[src/rtl/pc_sequencer_if.sv]
// -----------------------------------------------------------------------------
// pc_sequencer_if
// Bundles the signals between the fetch/decode sequencer and its surroundings
// (instruction memory, PC, datapath).
//   master : sequencer side. Takes instr/cond_flag/stall/resume and drives the
//            PC enables, ld_count, op_valid/op_code, halted and call_err.
//   slave  : PC / datapath side, with the opposite directions.
// -----------------------------------------------------------------------------
interface pc_sequencer_if;
  logic [7:0] instr;
  logic       cond_flag;
  logic       stall;
  logic       resume;
  logic       inc_en;
  logic       jmp_en;
  logic       call_en;
  logic       ret_en;
  logic [7:0] ld_count;
  logic       op_valid;
  logic [7:0] op_code;
  logic       halted;
  logic       call_err;

  modport master (
    input  instr, cond_flag, stall, resume,
    output inc_en, jmp_en, call_en, ret_en, ld_count,
    output op_valid, op_code, halted, call_err
  );

  modport slave (
    output instr, cond_flag, stall, resume,
    input  inc_en, jmp_en, call_en, ret_en, ld_count,
    input  op_valid, op_code, halted, call_err
  );
endinterface

[src/rtl/pc_sequencer.sv]
// -----------------------------------------------------------------------------
// pc_sequencer
// Fetch/decode controller for the 8-bit program counter of the Harvard CPU.
// Each cycle it decodes the instruction byte at the current PC. It drives the
// PC inc/jmp/call/ret enables (combinational, acted on by the PC at the next
// posedge) and strobes one-byte datapath ops out on op_valid/op_code.
// JMP, JMPC and CALL are two-byte instructions (opcode, then target k).
//
// Ports:
//   clk   : system clock
//   rst_n : asynchronous active-low reset
//   bus   : pc_sequencer_if.master
//           instr     instruction byte at address = PC (combinational read)
//           cond_flag condition for JMPC, sampled in its operand cycle
//           stall     freeze: no enables, no state change
//           resume    leave the halted state
//           inc_en/jmp_en/call_en/ret_en, ld_count : PC controls
//           op_valid/op_code : one-byte datapath instruction strobe
//           halted    high while halted
//           call_err  sticky CALL/RET misuse flag
//
// Optional build macro PC_SEQ_CALL_GUARD_EN: tracks a single active call,
// flags nested CALL and unmatched RET on call_err and turns them into skips.
// Without it CALL/RET are always honoured and call_err is tied to 0.
// -----------------------------------------------------------------------------
module pc_sequencer #(
  parameter logic [7:0] OPC_NOP  = 8'h00,
  parameter logic [7:0] OPC_JMP  = 8'h10,
  parameter logic [7:0] OPC_JMPC = 8'h11,
  parameter logic [7:0] OPC_CALL = 8'h20,
  parameter logic [7:0] OPC_RET  = 8'h30,
  parameter logic [7:0] OPC_HALT = 8'hFF
) (
  input logic            clk,
  input logic            rst_n,
  pc_sequencer_if.master bus
);

  typedef enum logic [1:0] {
    S_FETCH   = 2'd0,
    S_OPERAND = 2'd1,
    S_HALTED  = 2'd2
  } state_t;

  state_t     state_reg, state_next;
  logic [7:0] pend_reg, pend_next;

  logic       inc_en, jmp_en, call_en, ret_en, op_valid;
  logic       call_active, call_err_set;

`ifdef PC_SEQ_CALL_GUARD_EN
  logic call_active_reg, call_active_next;
  logic call_err_reg;
  assign call_active = call_active_reg;
`else
  assign call_active = 1'b0;
`endif

  always_comb begin
    state_next   = state_reg;
    pend_next    = pend_reg;
    inc_en       = 1'b0;
    jmp_en       = 1'b0;
    call_en      = 1'b0;
    ret_en       = 1'b0;
    op_valid     = 1'b0;
    call_err_set = 1'b0;

    if (!bus.stall) begin
      case (state_reg)
        S_FETCH: begin
          if (bus.instr == OPC_NOP) begin
            inc_en = 1'b1;
          end else if (bus.instr == OPC_JMP || bus.instr == OPC_JMPC ||
                       bus.instr == OPC_CALL) begin
            inc_en     = 1'b1;
            pend_next  = bus.instr;
            state_next = S_OPERAND;
`ifdef PC_SEQ_CALL_GUARD_EN
            // Nested CALL: latch NOP as the pending opcode so the operand
            // cycle just steps over k.
            if (bus.instr == OPC_CALL && call_active) begin
              pend_next    = OPC_NOP;
              call_err_set = 1'b1;
            end
`endif
          end else if (bus.instr == OPC_RET) begin
`ifdef PC_SEQ_CALL_GUARD_EN
            if (!call_active) begin
              inc_en       = 1'b1;
              call_err_set = 1'b1;
            end else begin
              ret_en = 1'b1;
            end
`else
            ret_en = 1'b1;
`endif
          end else if (bus.instr == OPC_HALT) begin
            // PC stays on the HALT byte; resume steps past it.
            state_next = S_HALTED;
          end else begin
            inc_en   = 1'b1;
            op_valid = 1'b1;
          end
        end

        S_OPERAND: begin
          state_next = S_FETCH;
          if (pend_reg == OPC_JMP) begin
            jmp_en = 1'b1;
          end else if (pend_reg == OPC_JMPC) begin
            jmp_en = bus.cond_flag;
            inc_en = !bus.cond_flag;
          end else if (pend_reg == OPC_CALL) begin
            call_en = 1'b1;
          end else begin
            inc_en = 1'b1;
          end
        end

        S_HALTED: begin
          if (bus.resume) begin
            inc_en     = 1'b1;
            state_next = S_FETCH;
          end
        end

        default: state_next = S_FETCH;
      endcase
    end
  end

  // Outputs are forced quiet while reset is asserted.
  assign bus.inc_en   = rst_n & inc_en;
  assign bus.jmp_en   = rst_n & jmp_en;
  assign bus.call_en  = rst_n & call_en;
  assign bus.ret_en   = rst_n & ret_en;
  assign bus.op_valid = rst_n & op_valid;
  assign bus.op_code  = (rst_n && op_valid) ? bus.instr : 8'h00;
  assign bus.ld_count = (rst_n && (jmp_en || call_en)) ? bus.instr : 8'h00;
  assign bus.halted   = (state_reg == S_HALTED);

  always_ff @(posedge clk or negedge rst_n) begin
    if (!rst_n) begin
      state_reg <= S_FETCH;
      pend_reg  <= 8'h00;
    end else begin
      state_reg <= state_next;
      pend_reg  <= pend_next;
    end
  end

`ifdef PC_SEQ_CALL_GUARD_EN
  always_comb begin
    call_active_next = call_active_reg;
    if (call_en)
      call_active_next = 1'b1;
    else if (ret_en)
      call_active_next = 1'b0;
  end

  always_ff @(posedge clk or negedge rst_n) begin
    if (!rst_n) begin
      call_active_reg <= 1'b0;
      call_err_reg    <= 1'b0;
    end else begin
      call_active_reg <= call_active_next;
      if (call_err_set)
        call_err_reg <= 1'b1;
    end
  end

  assign bus.call_err = call_err_reg;
`else
  assign bus.call_err = 1'b0;
`endif

endmodule

[src/flat_wrapper.sv]
// flat-port wrapper written by rule: the top's interface ports become plain ports
module pc_sequencer_flat 
#(
  parameter logic [7:0] OPC_NOP  = 8'h00,
  parameter logic [7:0] OPC_JMP  = 8'h10,
  parameter logic [7:0] OPC_JMPC = 8'h11,
  parameter logic [7:0] OPC_CALL = 8'h20,
  parameter logic [7:0] OPC_RET  = 8'h30,
  parameter logic [7:0] OPC_HALT = 8'hFF
)
  (clk, rst_n, bus_instr, bus_cond_flag, bus_stall, bus_resume, bus_inc_en, bus_jmp_en, bus_call_en, bus_ret_en, bus_ld_count, bus_op_valid, bus_op_code, bus_halted, bus_call_err);
  pc_sequencer_if bus_i ();
  input logic clk;
  input logic rst_n;
  input wire logic [$bits(bus_i.instr)-1:0] bus_instr;
  input wire logic [$bits(bus_i.cond_flag)-1:0] bus_cond_flag;
  input wire logic [$bits(bus_i.stall)-1:0] bus_stall;
  input wire logic [$bits(bus_i.resume)-1:0] bus_resume;
  output wire logic [$bits(bus_i.inc_en)-1:0] bus_inc_en;
  output wire logic [$bits(bus_i.jmp_en)-1:0] bus_jmp_en;
  output wire logic [$bits(bus_i.call_en)-1:0] bus_call_en;
  output wire logic [$bits(bus_i.ret_en)-1:0] bus_ret_en;
  output wire logic [$bits(bus_i.ld_count)-1:0] bus_ld_count;
  output wire logic [$bits(bus_i.op_valid)-1:0] bus_op_valid;
  output wire logic [$bits(bus_i.op_code)-1:0] bus_op_code;
  output wire logic [$bits(bus_i.halted)-1:0] bus_halted;
  output wire logic [$bits(bus_i.call_err)-1:0] bus_call_err;
  assign bus_i.instr = bus_instr;
  assign bus_i.cond_flag = bus_cond_flag;
  assign bus_i.stall = bus_stall;
  assign bus_i.resume = bus_resume;
  assign bus_inc_en = bus_i.inc_en;
  assign bus_jmp_en = bus_i.jmp_en;
  assign bus_call_en = bus_i.call_en;
  assign bus_ret_en = bus_i.ret_en;
  assign bus_ld_count = bus_i.ld_count;
  assign bus_op_valid = bus_i.op_valid;
  assign bus_op_code = bus_i.op_code;
  assign bus_halted = bus_i.halted;
  assign bus_call_err = bus_i.call_err;
  pc_sequencer #(.OPC_NOP(OPC_NOP), .OPC_JMP(OPC_JMP), .OPC_JMPC(OPC_JMPC), .OPC_CALL(OPC_CALL), .OPC_RET(OPC_RET), .OPC_HALT(OPC_HALT)) u_core (.clk(clk), .rst_n(rst_n), .bus(bus_i));
endmodule
[config.mk]
export PLATFORM = sky130hd
export DESIGN_NAME = pc_sequencer_flat
export DESIGN_NICKNAME = d
export VERILOG_FILES = /design/src/rtl/pc_sequencer_if.sv /design/src/rtl/pc_sequencer.sv /design/src/flat_wrapper.sv
export SDC_FILE = /design/constraint.sdc
export NUM_CORES = 1
export LEC_CHECK = 0
export BUFFER_PORTS_ARGS = -buffer_cell sky130_fd_sc_hd__buf_2
export CAP_MARGIN = 15
export CORE_UTILIZATION = 45
export CTS_CLUSTER_DIAMETER = 50
export CTS_CLUSTER_SIZE = 25
export DETAILED_ROUTE_END_ITERATION = 10
export GPL_TIMING_DRIVEN = 0
export PLACE_DENSITY_LB_ADDON = 0.12
export SYNTH_ARGS = -nofsm -noshare
export SYNTH_HDL_FRONTEND = slang
export SYNTH_SLANG_ARGS = --single-unit
[constraint.sdc]
create_clock -name clk -period 3.3 [get_ports clk]
set_clock_uncertainty 0.2 [all_clocks]
set_input_delay 0.99 -clock clk [delete_from_list [all_inputs] [get_ports clk]]
set_output_delay 0.99 -clock clk [all_outputs]
set_load 0.1 [all_outputs]
==> results.cfg, run 1 <==
[synth]
synth_common_cells = nor2_1, dfrtp_1, nand2_1
synth_area_leader_cell = dfrtp_1
netlist_area_um2 = 758
synth-warning-count = 0
synth-edff-count = 0
yosysTopAreaCellShare_pct = 33.0
syn-instance-count = 86
synthMostInstantiatedCell = nor2_1
synth_cell_type_count = 33
yosys_register_bits = 10
ys_seq_area_share_pct = 33.0
ys.flop_type = dfrtp_1
synthArstFlopShare_pct = 100
ys_top_cells_by_area = dfrtp_1, and2_1, nor2_1
syn_nets = 99
avgSynthCellArea_um2 = 8.82

[clock_tree]
htree_levels = 1
cts-hold-fix-buffers = 0
numClockSinks = 10
cts_resized = 94
postCtsSetupRepairBufs = 4
root_buffer = clkbuf_4
cts-buffers-inserted = 3
clock_path_buffers = 2

[floorplanning]
start_util_pct = 49.2
die_w_um = 43.1
die_height_um = 43.1
io_pins = 36
rows = 14

[outcome]
firstError = [ERROR DPL-0038] Utilization greater than 100%, impossible to legalize
status = stopped before the end
haltStage = 4_1_cts

[placed_design]
io_buffers = 34
pre_cts_ws_ps = -688
hpwl_um = 1550
gp_congestion = 0.760
per-stage QoR:
step           util [%]  TNS (ps)  cell area (um2)  cells
3_5_place_dp       73.9    -11280             1140    136
3_3_place_gp       73.9     -9920             1140    136
2_1_floorplan         -     -3570              950     86
cell families after synthesis:
logic type / share of synthesized area [%]
other: 0.495
buffers and inverters: 1.49
and+or+nand+nor: 49.7
muxes: 4.46
DFF: 33.0
xor gates and xnor gates: 1.16
AOI/OAI and AO/OA: 9.74
==> run 2, diff against run 1 <==
--- a/config.mk
+++ b/config.mk
@@ -7,12 +7,11 @@
 export LEC_CHECK = 0
 export BUFFER_PORTS_ARGS = -buffer_cell sky130_fd_sc_hd__buf_2
 export CAP_MARGIN = 15
-export CORE_UTILIZATION = 45
-export CTS_CLUSTER_DIAMETER = 50
-export CTS_CLUSTER_SIZE = 25
+export CORE_AREA = 2 2 63 65
 export DETAILED_ROUTE_END_ITERATION = 10
+export DIE_AREA = 0 0 65 67
 export GPL_TIMING_DRIVEN = 0
-export PLACE_DENSITY_LB_ADDON = 0.12
+export PLACE_DENSITY_LB_ADDON = 0.15
 export SYNTH_ARGS = -nofsm -noshare
 export SYNTH_HDL_FRONTEND = slang
 export SYNTH_SLANG_ARGS = --single-unit
==> run 2 against run 1 <==
Against the previous run:
- the flow now finishes, with violations (negative setup slack)
- synthesized cell count unchanged
- area after synthesis unchanged
==> results.cfg, run 2 <==
[pwr]
pwr-share-clk_pct = 34.8
sw_frac_of_total_pct = 32.2
comb_power_share_pct = 33.7
power_density_nw_per_um2 = 255
p_leak_nw = 0.671
p_sw_w = 0.000138
p_seq_share_pct = 31.6
ir_worst_vdd_mv = 0.169
p_int_w = 0.000291

[timing]
hold_viol_final = 0
period_share_pct = 106
period_needed_ps = 3500
slew_headroom_pct = 64.8
max_freq_mhz = 286
setup_violations = 21
final.setup.worst_slack_ps = -201
rsz0062_at_grt = yes
setup_tns_ps = -1590
slew_violations = 0
worstMarginPinSlew_ps = 526

[synth]
synth_area_leader_cell = dfrtp_1
yosys_register_bits = 10
synth_common_cells = nor2_1, dfrtp_1, nand2_1
yosysTopAreaCellShare_pct = 33.0
netlist_area_um2 = 758
synth-edff-count = 0
syn-instance-count = 86
ys.flop_type = dfrtp_1
ys_seq_area_share_pct = 33.0
syn_nets = 99
synthMostInstantiatedCell = nor2_1
ys_top_cells_by_area = dfrtp_1, and2_1, nor2_1
synth-warning-count = 0
avgSynthCellArea_um2 = 8.82
synthArstFlopShare_pct = 100
synth_cell_type_count = 33

[drt]
viasPerCell = 4.39
drtIter0Drc = 14
wl_um = 2250
vias = 791
ant_nets = 0
wl_per_cell_um = 12.5
dr.pass1.iters = 3
drc_errors = 0

[global_route]
antenna_found_initial = 0
grt_pass1_wl_um = 3870
grt_pass1_vias = 797
grt_overflow = 0
grt_max_degree = 12
track_usage_pct = 11.3

[layout]
final_cell_mix = buf_12, dfrtp_1, buf_2, nand2_1, and2_4
largest_reg_flops = 8
stdcell_count = 180
syn2layout_area_growth_pct = 122
layout_commonest_cell = buf_12
nNetsFinal = 146
num_antenna_cells = 0
final_area_um2 = 1680
final_core_util_pct = 46.6
drive_above_1_share_pct = 67.4

[clock_tree]
cts-buffers-inserted = 3
htree_levels = 1
clock_path_buffers = 2
insertion_delay_ps = 230
root_buffer = clkbuf_8
path_clk_slew_ps = 40
numClockSinks = 10
cts-hold-fix-buffers = 0
tritoncts = done

[floorplanning]
dieArea_um2 = 4360
core_area_um2 = 3610
rows = 22
die_w_um = 65
start_util_pct = 21.0
die_height_um = 67
io_pins = 36

[worst_setup_path]
end_kind = primary output
path_cells = buf_8, nor4_4, nand2_2, a2111oi_4, o31ai_4, buf_12
cp_max_fo = 4
path_class = primary input to primary output
start_kind = primary input
worstPathArrival_ps = 2310
crit_required_ps = 2110
cp_top_family = compound AO/OA/AOI/OAI gates
cp_num_buf_inv = 2
crit_path_max_incr_delay_ps = 430
critPathSlowestCell = a2111oi_4

[min_path]
hp-class = flop to flop

[placed_design]
placedInstanceArea_um2 = 1180
pre_cts_ws_ps = -656
hpwl_um = 1650
gp_congestion = 0.686
placed_cells = 168
io_buffers = 34

[job]
max-cap-violations = 0

[outcome]
violations = negative setup slack
status = finished, violations left
[run 2: cell type report]
cell class / count / area [um2]
clock buffers: 4 / 55.1
flip-flops and latches: 10 / 250
repair buffers: 42 / 581
inverters: 1 / 3.75
plain buffers: 1 / 7.51
multi-input cells: 74 / 723
well taps: 48 / 60.1
fillers: 340 / 1930
[run 2: worst register-to-register path, cell delays in order, from the launching register on]
cell and delay (ps):
dfrtp_1 480, or2_2 410, nor4_4 480, mux2_2 400
[run 2: final timing paths]
| path | from | endpoint | slack, ps | cells after the start |
|---|---|---|---|---|
| min | u_core.pend_reg[2]$_DFFE_PN0P_ | u_core.pend_reg[2]$_DFFE_PN0P_ | 300 | 1 |
| max in group asynchronous | rst_n | u_core.state_reg[1]$_DFFE_PN0P_ | 2420 | 1 |
| max reg2reg | u_core.state_reg[0]$_DFFE_PN0P_ | u_core.pend_reg[4]$_DFFE_PN0P_ | 1220 | 3 |
| max | bus_instr[2] | bus_inc_en | -200 | 6 |
| min in group asynchronous | rst_n | u_core.pend_reg[3]$_DFFE_PN0P_ | 350 | 1 |
| min reg2reg | u_core.pend_reg[2]$_DFFE_PN0P_ | u_core.pend_reg[2]$_DFFE_PN0P_ | 300 | 1 |
[run 2: metal layers]
layer	GRT usage, %	wire length [um]
met5	0	0
met4	2.39	14
met3	2.20	85
met2	19.7	1160
met1	14.3	994
[run 2: cells by family after synthesis]
group | Yosys count | synth area share, %
buf+inv | 2 | 1.49
mux | 3 | 4.46
simple gates | 59 | 49.7
other cells | 1 | 0.495
compound gates | 10 | 9.74
flops | 10 | 33.0
xor+xnor | 1 | 1.16
[run 2: what timing repair did]
| item | CTS | global route |
|---|---|---|
| endpoints found under the setup margin | 21 | 21 |
| resized for setup | 92 | 5 |
| pin swaps | 7 | 7 |
| buffers inserted | 1 | 7 |
[run 2: power groups by stage]
stage | logic, W | clock network [W] | registers, W
finish | 0.000145 | 0.000149 | 0.000135
global route | 0.000153 | 0.000160 | 0.000136
CTS | 0.000139 | 0.000154 | 0.000135
detailed placement | 0.000112 | 0 | 0.000137
global placement | 0.000112 | 0 | 0.000137
floorplan | 0.0000845 | 0 | 0.000135
[run 2: stage by stage]
step / hold WS [ps] / total power [W]
after floorplan: 274 / 0.000220
after global placement: 287 / 0.000248
after detailed placement: 291 / 0.000249
after CTS: 302 / 0.000428
after global routing: 327 / 0.000448
final: 298 / 0.000429
Power figures use the tool's default switching activity.
